[config.mk]
export PLATFORM = sky130hd
export DESIGN_NAME = ufm_stream_reader
export DESIGN_NICKNAME = d
export VERILOG_FILES = /design/src/rtl/ufm_stream_reader.sv
export SDC_FILE = /design/constraint.sdc
export NUM_CORES = 1
export LEC_CHECK = 0
export CORE_MARGIN = 3
export CORE_UTILIZATION = 60
export DETAILED_ROUTE_END_ITERATION = 8
export PLACE_DENSITY_LB_ADDON = 0.12
export SLEW_MARGIN = 20
export SYNTH_ARGS = -nofsm -noshare
export SYNTH_HDL_FRONTEND = slang
export SYNTH_SLANG_ARGS = --single-unit
[constraint.sdc]
create_clock -name clock -period 12.6 [get_ports clock]
set_clock_uncertainty 0.1 [all_clocks]
set_input_delay 1.89 -clock clock [delete_from_list [all_inputs] [get_ports clock]]
set_output_delay 1.89 -clock clock [all_outputs]
set_load 0.01 [all_outputs]
[src/rtl/ufm_stream_reader.sv]
`timescale 1ns/1ps
// ---------------------------------------------------------------------------
// ufm_stream_reader
//
// Avalon-MM burst read master for the on-chip user flash data port. A start
// command fetches word_count 32-bit words beginning at start_addr. Reads go
// out in bursts of at most BURST_LEN words. Returned words are buffered in
// a FIFO_DEPTH-word FIFO. They leave as a little-endian byte stream with a
// valid/ready handshake.
//
// A burst is only issued when the FIFO has room for every word that has
// been requested and not yet consumed:
//     credit = FIFO_DEPTH - fifo_level - outstanding
// As a result, return beats never overflow the FIFO.
//
// Ports:
//   clock, reset             system clock; synchronous active-high reset
//   start                    one-cycle command pulse, ignored while busy
//   start_addr, word_count   run parameters, sampled on an accepted start
//   busy, done               run in progress / one-cycle completion pulse
//   avmm_data_*              Avalon-MM burst read master to the flash
//   out_data, out_valid,     byte stream out, transfer on
//   out_ready                out_valid && out_ready
// ---------------------------------------------------------------------------
module ufm_stream_reader #(
    parameter int BURST_LEN  = 8,
    parameter int FIFO_DEPTH = 16
) (
    input  logic        clock,
    input  logic        reset,
    input  logic        start,
    input  logic [14:0] start_addr,
    input  logic [15:0] word_count,
    output logic        busy,
    output logic        done,
    output logic [14:0] avmm_data_addr,
    output logic        avmm_data_read,
    output logic [3:0]  avmm_data_burstcount,
    input  logic [31:0] avmm_data_readdata,
    input  logic        avmm_data_waitrequest,
    input  logic        avmm_data_readdatavalid,
    output logic [7:0]  out_data,
    output logic        out_valid,
    input  logic        out_ready
);

    localparam int AW = $clog2(FIFO_DEPTH);
    localparam int LW = AW + 1;

    typedef enum logic [2:0] {
        S_IDLE   = 3'd0,
        S_ARB    = 3'd1,
        S_ISSUE  = 3'd2,
        S_DRAIN  = 3'd3,
        S_FINISH = 3'd4
    } state_t;

    state_t          state_r;
    state_t          state_next_s;

    logic [14:0]     addr_r;
    logic [15:0]     remaining_r;
    logic [LW-1:0]   outstanding_r;

    logic [31:0]     fifo_mem_r [FIFO_DEPTH];
    logic [AW-1:0]   wr_ptr_r;
    logic [AW-1:0]   rd_ptr_r;
    logic [LW-1:0]   fifo_level_r;

    logic [23:0]     ser_shift_r;
    logic [1:0]      ser_left_r;

    logic            start_acc_s;
    logic            grant_s;
    logic            accept_s;
    logic [3:0]      burst_n_s;
    logic [LW-1:0]   credit_s;
    logic            beat_s;
    logic            last_taken_s;
    logic            ser_load_s;
    logic [31:0]     fifo_head_s;

    // Never negative, because level + outstanding never exceeds FIFO_DEPTH.
    assign credit_s = LW'(FIFO_DEPTH) - fifo_level_r - outstanding_r;

    // Beats that arrive with nothing outstanding are left over from before a
    // reset. They are dropped here.
    assign beat_s = avmm_data_readdatavalid && (outstanding_r != {LW{1'b0}});

    assign fifo_head_s  = fifo_mem_r[rd_ptr_r];
    assign last_taken_s = out_valid && out_ready && (ser_left_r == 2'd0);
    // Reload when idle, or back-to-back as the last byte of a word leaves.
    assign ser_load_s   = (fifo_level_r != {LW{1'b0}}) && (!out_valid || last_taken_s);

    // Burst size: BURST_LEN, clipped to the words still to request
    always_comb begin
        burst_n_s = 4'(BURST_LEN);
        if (remaining_r < 16'(BURST_LEN)) begin
            burst_n_s = remaining_r[3:0];
        end else begin
            burst_n_s = 4'(BURST_LEN);
        end
    end

    // FSM next-state and single-cycle control strobes
    always_comb begin
        state_next_s = state_r;
        start_acc_s  = 1'b0;
        grant_s      = 1'b0;
        accept_s     = 1'b0;
        case (state_r)
            S_IDLE: begin
                if (start) begin
                    start_acc_s = 1'b1;
                    if (word_count != 16'd0) begin
                        state_next_s = S_ARB;
                    end else begin
                        state_next_s = S_FINISH;
                    end
                end else begin
                    state_next_s = S_IDLE;
                end
            end
            S_ARB: begin
                if (credit_s >= LW'(burst_n_s)) begin
                    grant_s      = 1'b1;
                    state_next_s = S_ISSUE;
                end else begin
                    state_next_s = S_ARB;
                end
            end
            S_ISSUE: begin
                if (!avmm_data_waitrequest) begin
                    accept_s = 1'b1;
                    // remaining - n != 0 in the accepting cycle
                    if (remaining_r != 16'(avmm_data_burstcount)) begin
                        state_next_s = S_ARB;
                    end else begin
                        state_next_s = S_DRAIN;
                    end
                end else begin
                    state_next_s = S_ISSUE;
                end
            end
            S_DRAIN: begin
                if ((outstanding_r == {LW{1'b0}}) && (fifo_level_r == {LW{1'b0}}) && !out_valid) begin
                    state_next_s = S_FINISH;
                end else begin
                    state_next_s = S_DRAIN;
                end
            end
            S_FINISH: begin
                state_next_s = S_IDLE;
            end
            default: begin
                state_next_s = S_IDLE;
            end
        endcase
    end

    // FSM state register
    always_ff @(posedge clock) begin
        if (reset) begin
            state_r <= S_IDLE;
        end else begin
            state_r <= state_next_s;
        end
    end

    // Run bookkeeping, busy/done flags and the registered bus command
    always_ff @(posedge clock) begin
        if (reset) begin
            addr_r               <= 15'd0;
            remaining_r          <= 16'd0;
            busy                 <= 1'b0;
            done                 <= 1'b0;
            avmm_data_addr       <= 15'd0;
            avmm_data_burstcount <= 4'd0;
            avmm_data_read       <= 1'b0;
        end else begin
            done <= (state_r == S_FINISH);

            if (start_acc_s) begin
                busy <= 1'b1;
            end else if (state_r == S_FINISH) begin
                busy <= 1'b0;
            end

            if (start_acc_s) begin
                addr_r      <= start_addr;
                remaining_r <= word_count;
            end else if (accept_s) begin
                // The 15-bit address wraps 0x7FFF -> 0x0000 naturally.
                addr_r      <= addr_r + 15'(avmm_data_burstcount);
                remaining_r <= remaining_r - 16'(avmm_data_burstcount);
            end

            // Command fields stay frozen through waitrequest stalls.
            if (grant_s) begin
                avmm_data_addr       <= addr_r;
                avmm_data_burstcount <= burst_n_s;
                avmm_data_read       <= 1'b1;
            end else if (accept_s) begin
                avmm_data_read       <= 1'b0;
            end
        end
    end

    // Words requested but not yet returned; accept and return may coincide
    always_ff @(posedge clock) begin
        if (reset) begin
            outstanding_r <= {LW{1'b0}};
        end else if (accept_s) begin
            outstanding_r <= outstanding_r + LW'(avmm_data_burstcount) - LW'(beat_s);
        end else begin
            outstanding_r <= outstanding_r - LW'(beat_s);
        end
    end

    // FIFO storage (data only, no reset needed)
    always_ff @(posedge clock) begin
        if (beat_s) begin
            fifo_mem_r[wr_ptr_r] <= avmm_data_readdata;
        end
    end

    // FIFO pointers and fill level; write and read may coincide, even when full
    always_ff @(posedge clock) begin
        if (reset) begin
            wr_ptr_r     <= {AW{1'b0}};
            rd_ptr_r     <= {AW{1'b0}};
            fifo_level_r <= {LW{1'b0}};
        end else begin
            if (beat_s) begin
                wr_ptr_r <= wr_ptr_r + AW'(1'b1);
            end
            if (ser_load_s) begin
                rd_ptr_r <= rd_ptr_r + AW'(1'b1);
            end
            fifo_level_r <= fifo_level_r + LW'(beat_s) - LW'(ser_load_s);
        end
    end

    // Byte serializer: byte 0 goes straight to out_data and the upper three
    // bytes shift down one per accepted transfer.
    always_ff @(posedge clock) begin
        if (reset) begin
            out_valid   <= 1'b0;
            out_data    <= 8'd0;
            ser_shift_r <= 24'd0;
            ser_left_r  <= 2'd0;
        end else if (ser_load_s) begin
            out_valid   <= 1'b1;
            out_data    <= fifo_head_s[7:0];
            ser_shift_r <= fifo_head_s[31:8];
            ser_left_r  <= 2'd3;
        end else if (out_valid && out_ready) begin
            if (ser_left_r != 2'd0) begin
                out_data    <= ser_shift_r[7:0];
                ser_shift_r <= {8'h00, ser_shift_r[23:8]};
                ser_left_r  <= ser_left_r - 2'd1;
            end else begin
                out_valid   <= 1'b0;
            end
        end
    end

endmodule

==> results of run 1 <==
-- flip-flops by register name, summed over array words and instances (netlist names), 5 cells and up, named ones only --
register        count
fifo_mem_r        512
ser_shift_r        24
remaining_r        16
addr_r             15
avmm_data_addr     15
out_data            8
fifo_level_r        5
outstanding_r       5
-- layer usage --
| metal | wire, microns | global-route usage, % | vias up |
|---|---|---|---|
| met3 | 3830 | 4.22 | 87 |
| met5 | 0 | 0 | - |
| met4 | 1310 | 7.09 | 0 |
| li1 | - | - | 6139 |
| met2 | 26000 | 38.9 | 502 |
| met1 | 23600 | 38.0 | 7145 |
-- final timing paths --
kind / start / end / cells after the start
worst min-delay path: avmm_data_read$_SDFFE_PP0P_ / avmm_data_read$_SDFFE_PP0P_ / 2
worst min register to register: avmm_data_read$_SDFFE_PP0P_ / avmm_data_read$_SDFFE_PP0P_ / 2
worst max register to register: flip-flop / out_data[6]$_SDFFE_PP0P_ / 6
worst max-delay path: avmm_data_readdatavalid / fifo_mem_r[1][2]$_DFFE_PP_ / 5
-- cell families after synthesis --
| kind of cell | synth area share [%] |
|---|---|
| buffers and inverters | 1.93 |
| AND/OR/NAND/NOR | 4.80 |
| AO/OA/AOI/OAI | 5.72 |
| flip-flops | 69.8 |
| multiplexers | 14.5 |
| adder cells (fa/ha/maj) | 2.38 |
| XOR/XNOR | 0.822 |
-- cells in the final DEF, fill, tap and decap left out, types with 19 or more instances in the layout --
| master | instances |
|---|---|
| dfxtp_1 | 110 |
| mux2_2 | 55 |
| mux4_2 | 128 |
| inv_1 | 41 |
| a21oi_1 | 56 |
| ha_1 | 40 |
| clkdlybuf4s50_1 | 98 |
| nand3_1 | 28 |
| o221ai_1 | 24 |
| edfxtp_1 | 512 |
| nand2_1 | 50 |
| clkbuf_1 | 19 |
| o22ai_1 | 29 |
| clkbuf_16 | 60 |
| o21ai_1 | 25 |
| nor2_1 | 66 |
-- synthesized netlist by cell type, types with 8 or more instances --
cell	n
o211ai_1	12
a31oi_1	11
o22ai_1	29
a211oi_1	10
a22oi_1	9
ha_1	40
buf_2	20
o221ai_1	24
inv_1	41
a21oi_1	56
mux2i_1	12
mux2_2	55
nor2_1	79
nor2b_1	9
edfxtp_1	512
dfxtp_1	113
o21ai_1	25
nand2_1	50
xnor2_1	13
xor2_1	8
mux4_2	128
or3_1	9
nor3_1	21
nor4_1	8
nand3_1	28
clkbuf_1	55
-- worst max-delay path, cell delays in order --
cell	delay, ns
clkdlybuf4s50_1	0.47
o41a_1	0.48
nand2_1	0.35
nor3_2	0.86
buf_4	0.52
-- through the flow --
step	area (sq um)	util [%]	hold slack, ns	total power [mW]	cells
floorplan	25300	-	0.336	3.62	1476
global placement	26800	65.2	0.344	4.07	2045
detailed placement	27000	65.5	0.350	4.10	2051
CTS	28800	69.8	0.359	5.74	2158
global route	28800	70.0	0.392	5.98	2160
finish	28800	70.0	0.354	5.69	2160
-- cell type report --
cell class                      instances  area (sq um)
Tap cell                              532           666
Clock inverter                         25           166
Multi-Input combinational cell        728          7250
Clock buffer                           82          1610
Fill cell                            2643         12400
Sequential cell                       625         17600
Inverter                               43           161
Timing Repair Buffer                  125          1320
-- power breakdown --
| part | total, mW | leakage [nW] | switching [mW] | internal (mW) |
|---|---|---|---|---|
| Combinational | 1.51 | 2.68 | 0.839 | 0.676 |
| Sequential | 2.54 | 5.55 | 0.138 | 2.40 |
| Clock | 1.64 | 0.872 | 0.730 | 0.910 |
==> flow_summary.ini, run 1 <==
[worst_hold_path]
hp-class = flip-flop to flip-flop

[synthesis]
ys_seq_area_share_pct = 69.8
synth_cells = 1476
ys_warn_count = 0
ys_ff_latch = 625
synth.avg_cell_area_sq_um = 17.1
yosys-top-cells-area = edfxtp_1, mux4_2, dfxtp_1
syn-num-nets = 1590
ys_types = 67
synth-async-reset-ratio_pct = 0
yosysTopAreaCell = edfxtp_1
syn_area_sq_um = 25300
synth_edf_count = 512
synth_ff_type = edfxtp_1
netlist.area_leader.share_pct = 60.9

[timing]
fin_ws_ns = 8.15
timing.final.crit_share_pct = 35.3
hold_violations = 0
setup_viol = 0
fmax_mhz = 225
tightest_slew_ns = 1.12
period_minus_slack_ns = 4.45
slew_headroom_pct = 25.0
tns_ns = 0
rsz0062_at_grt = false
drv_slew = 0

[cts]
cts_tree = built
cts_setup_buffers = 0
numCtsBuffers = 60
h-tree-depth = 2
cts_buffer_depth = 3
clk_pin_slew_worst_paths_ns = 0.06
clockRootBuffer = clkbuf_16
clk_latency_ns = 0.62
ctsHoldBuffers = 0
clock_sinks = 625
cts_resized = 0

[place]
pre_cts_ws_ns = 7.54
place_congestion = 0.837
portBuffers = 99
dpl.hpwl_microns = 33200

[grt]
antenna_found_initial = 0
grt_max_degree = 82
grt_usage_pct = 25.2
grt_pass1_vias = 13800
grt_pass1_wl_microns = 83700
gr-total-overflow = 0

[drt]
drt-wirelength-per-cell_microns = 25.4
viasPerCell = 6.42
drt_iter0_drc = 1246
vias = 13900
totalWireLength_microns = 54800
first_pass_iters = 7
drcViolationCount = 0
ant_nets = 0

[floorplanning]
design.core.area_sq_um = 41200
rows = 74
ios = 100
fp.dieH_microns = 211
die-area_sq_um = 44600
initial_core_util_pct = 61.3
die_x_microns = 211

[pwr]
leakagePower_nw = 9.10
p_per_area_nw_per_um2 = 198
peakVddDrop_v = 0.000136

[outcome]
status = complete, no violations

[critical_path]
worstPathRequired_ns = 12.76
worstSetupEndpointType = flip-flop
path_max_fanout = 24
critPathKind = input pin to flip-flop
r2r_slack_ns = 8.49
cp.arrival_ns = 4.61
start_kind = input pin

[layout]
area_growth_pct = 14.1
drive_gt1_share_pct = 19.7
diodes = 0
finalNetCount = 1697

[flow_run]
drv_cap = 0
Note: power is estimated with default switching activity, not from simulation.
==> run 2, diff against run 1 <==
Clock period 12.6 ns to 4.4 ns, I/O delays scaled along.
==> run 2 against run 1 <==
Against the previous run: via count rose by 0.67%; hold slack gained 0.012 ns; total power grew to 2.9 times the previous value; core utilization increased by 0.26 points; register-to-register slack got worse by 7.8 ns; cell area is 0.38% higher; non-clock buffer count is 10 higher; cell count rose by 0.60%; flip-flop and latch count did not move; setup slack got worse by 7.5 ns; die area stayed put; largest power group unchanged.
==> flow_summary.ini, run 2 (synthesis gave the netlist of run 1 again) <==
[outcome]
status = complete, no violations

[floorplanning]
ios = 100
rows = 74
initial_core_util_pct = 61.3
die_x_microns = 211
die-area_sq_um = 44600
design.core.area_sq_um = 41200
fp.dieH_microns = 211

[grt]
grt_pass1_wl_microns = 85100
grt_usage_pct = 25.6
gr-total-overflow = 0
antenna_found_initial = 0
grt_pass1_vias = 14000
grt_max_degree = 57

[critical_path]
slowest_stage = o31a_1
cp.arrival_ns = 4.15
crit_buf_inv = 0
worstSetupEndpointType = flip-flop
slowest_delay_ns = 0.70
path_max_fanout = 19
worstPathRequired_ns = 4.82
cp_cell_sequence = nor4_2 -> nand4b_1 -> nor3_1 -> ha_1 -> nand2b_1 -> a211oi_1 -> o31a_1 -> nand2_1 -> a211oi_1
worst_r2r_path_depth = 9
r2r-end = avmm_data_burstcount[3]$_SDFFE_PP0P_
r2r_slack_ns = 0.66
timing.rr.start = remaining_r[4]$_SDFFE_PP0P_
crit_top_cell = a211oi_1
cp_top_family = compound AO/OA/AOI/OAI gates
critPathKind = flip-flop to flip-flop
start_kind = flip-flop

[timing]
fin_ws_ns = 0.663
period_minus_slack_ns = 3.74
rsz0062_at_grt = false
drv_slew = 0
slew_headroom_pct = 31.9
tightest_slew_ns = 1.02
setup_viol = 0
timing.final.crit_share_pct = 84.9
tns_ns = 0
hold_violations = 0
fmax_mhz = 268

[layout]
finalNetCount = 1707
final_common_cell = edfxtp_1
drive_gt1_share_pct = 20.0
largest_reg_flops = 512
fin_area_sq_um = 28900
area_growth_pct = 14.6
fillers = 2597
diodes = 0
top_register = fifo_mem_r
reg_top3 = fifo_mem_r: 512 flops, ser_shift_r: 24 flops, remaining_r: 16 flops
final_cell_mix = edfxtp_1, mux4_2, dfxtp_1

[cts]
cts_tree = built
h-tree-depth = 2
numCtsBuffers = 60
clk_pin_slew_worst_paths_ns = 0.07
clock_sinks = 625
clockRootBuffer = clkbuf_16
clk_latency_ns = 0.63
ctsHoldBuffers = 0
cts_buffer_depth = 3
cts_setup_buffers = 0
cts_resized = 0

[drt]
viasPerCell = 6.43
totalWireLength_microns = 55900
drt_iter0_drc = 1382
dr_wl_met2_microns = 27000
drt-wirelength-per-cell_microns = 25.7
highest_layer = met4
m1WireLength_microns = 23500
wl_met3_microns = 3850
ant_nets = 0
drcViolationCount = 0
first_pass_iters = 5
vias = 14000

[worst_hold_path]
min_from = avmm_data_read$_SDFFE_PP0P_
hold_end = avmm_data_read$_SDFFE_PP0P_
hp-class = flip-flop to flip-flop
worstHoldPathCells = 2

[place]
placed_area_sq_um = 27100
portBuffers = 99
pre_cts_ws_ns = 0.731
dpl.hpwl_microns = 33200
place_congestion = 0.842

[pwr]
leakagePower_nw = 9.15
peakVddDrop_v = 0.000352
finalPower_mw = 16.5
p_per_area_nw_per_um2 = 570

[flow_run]
drv_cap = 0
-- run 2: cell types whose count changed in the layout (fill, tap and decap cells not counted), moves of 2 or more --
| cell | previous run | this run |
|---|---|---|
| clkbuf_8 | 2 | 4 |
| clkinvlp_4 | 0 | 2 |
| buf_12 | 3 | 9 |
| buf_16 | 5 | 0 |
| clkinv_1 | 11 | 15 |
| buf_4 | 18 | 27 |
| clkinv_2 | 10 | 6 |
-- run 2: report_power, final --
group | total (mW) | switching (mW) | internal [mW] | leakage [nW]
clock | 4.80 | 2.13 | 2.67 | 0.883
combinational | 4.33 | 2.35 | 1.98 | 2.72
sequential | 7.37 | 0.493 | 6.88 | 5.55
-- run 2: how the worst max path moves through the flow --
stage | startpoint | to | slack, ns | cells past startpoint
2_1_floorplan | avmm_data_readdatavalid | fifo_mem_r[3][0]$_DFFE_PP_ | 0.36 | 4
6_report | remaining_r[4]$_SDFFE_PP0P_ | avmm_data_burstcount[3]$_SDFFE_PP0P_ | 0.66 | 9
3_5_place_dp | remaining_r[4]$_SDFFE_PP0P_ | avmm_data_burstcount[3]$_SDFFE_PP0P_ | 0.73 | 9
4_1_cts | remaining_r[4]$_SDFFE_PP0P_ | avmm_data_burstcount[3]$_SDFFE_PP0P_ | 0.69 | 9
3_3_place_gp | remaining_r[4]$_SDFFE_PP0P_ | state_r[1]$_SDFF_PP0_ | 0.90 | 9
5_1_grt | remaining_r[4]$_SDFFE_PP0P_ | avmm_data_burstcount[3]$_SDFFE_PP0P_ | 0.44 | 9
-- run 2: tightest hold or removal path, cell delays in order, from the launching register on --
cell and delay, ns:
dfxtp_1 0.31, nand2_1 0.05, a21oi_1 0.05
-- run 2: per-layer routing --
| metal | track usage [%] | up-vias |
|---|---|---|
| li1 | - | 6150 |
| met5 | 0 | - |
| met2 | 40.9 | 524 |
| met1 | 37.1 | 7182 |
| met4 | 8.50 | 0 |
| met3 | 3.83 | 110 |
-- run 2: final cells by class --
type / instances / area (sq um) / area share [%]
sequential: 625 / 17600 / 61.0
multi-input combinational: 728 / 7260 / 25.1
clock buffer: 84 / 1650 / 5.71
timing repair buffer: 135 / 1370 / 4.73
tap: 532 / 666 / 2.30
clock inverter: 26 / 175 / 0.605
inverter: 43 / 161 / 0.558
-- run 2: through the flow --
step	hold slack, ns	utilization (%)	std cells
global placement	0.349	65.8	2063
CTS	0.367	70.2	2173
detailed placement	0.357	65.8	2063
floorplan	0.336	-	1476
global route	0.391	70.2	2173
finish	0.366	70.2	2173
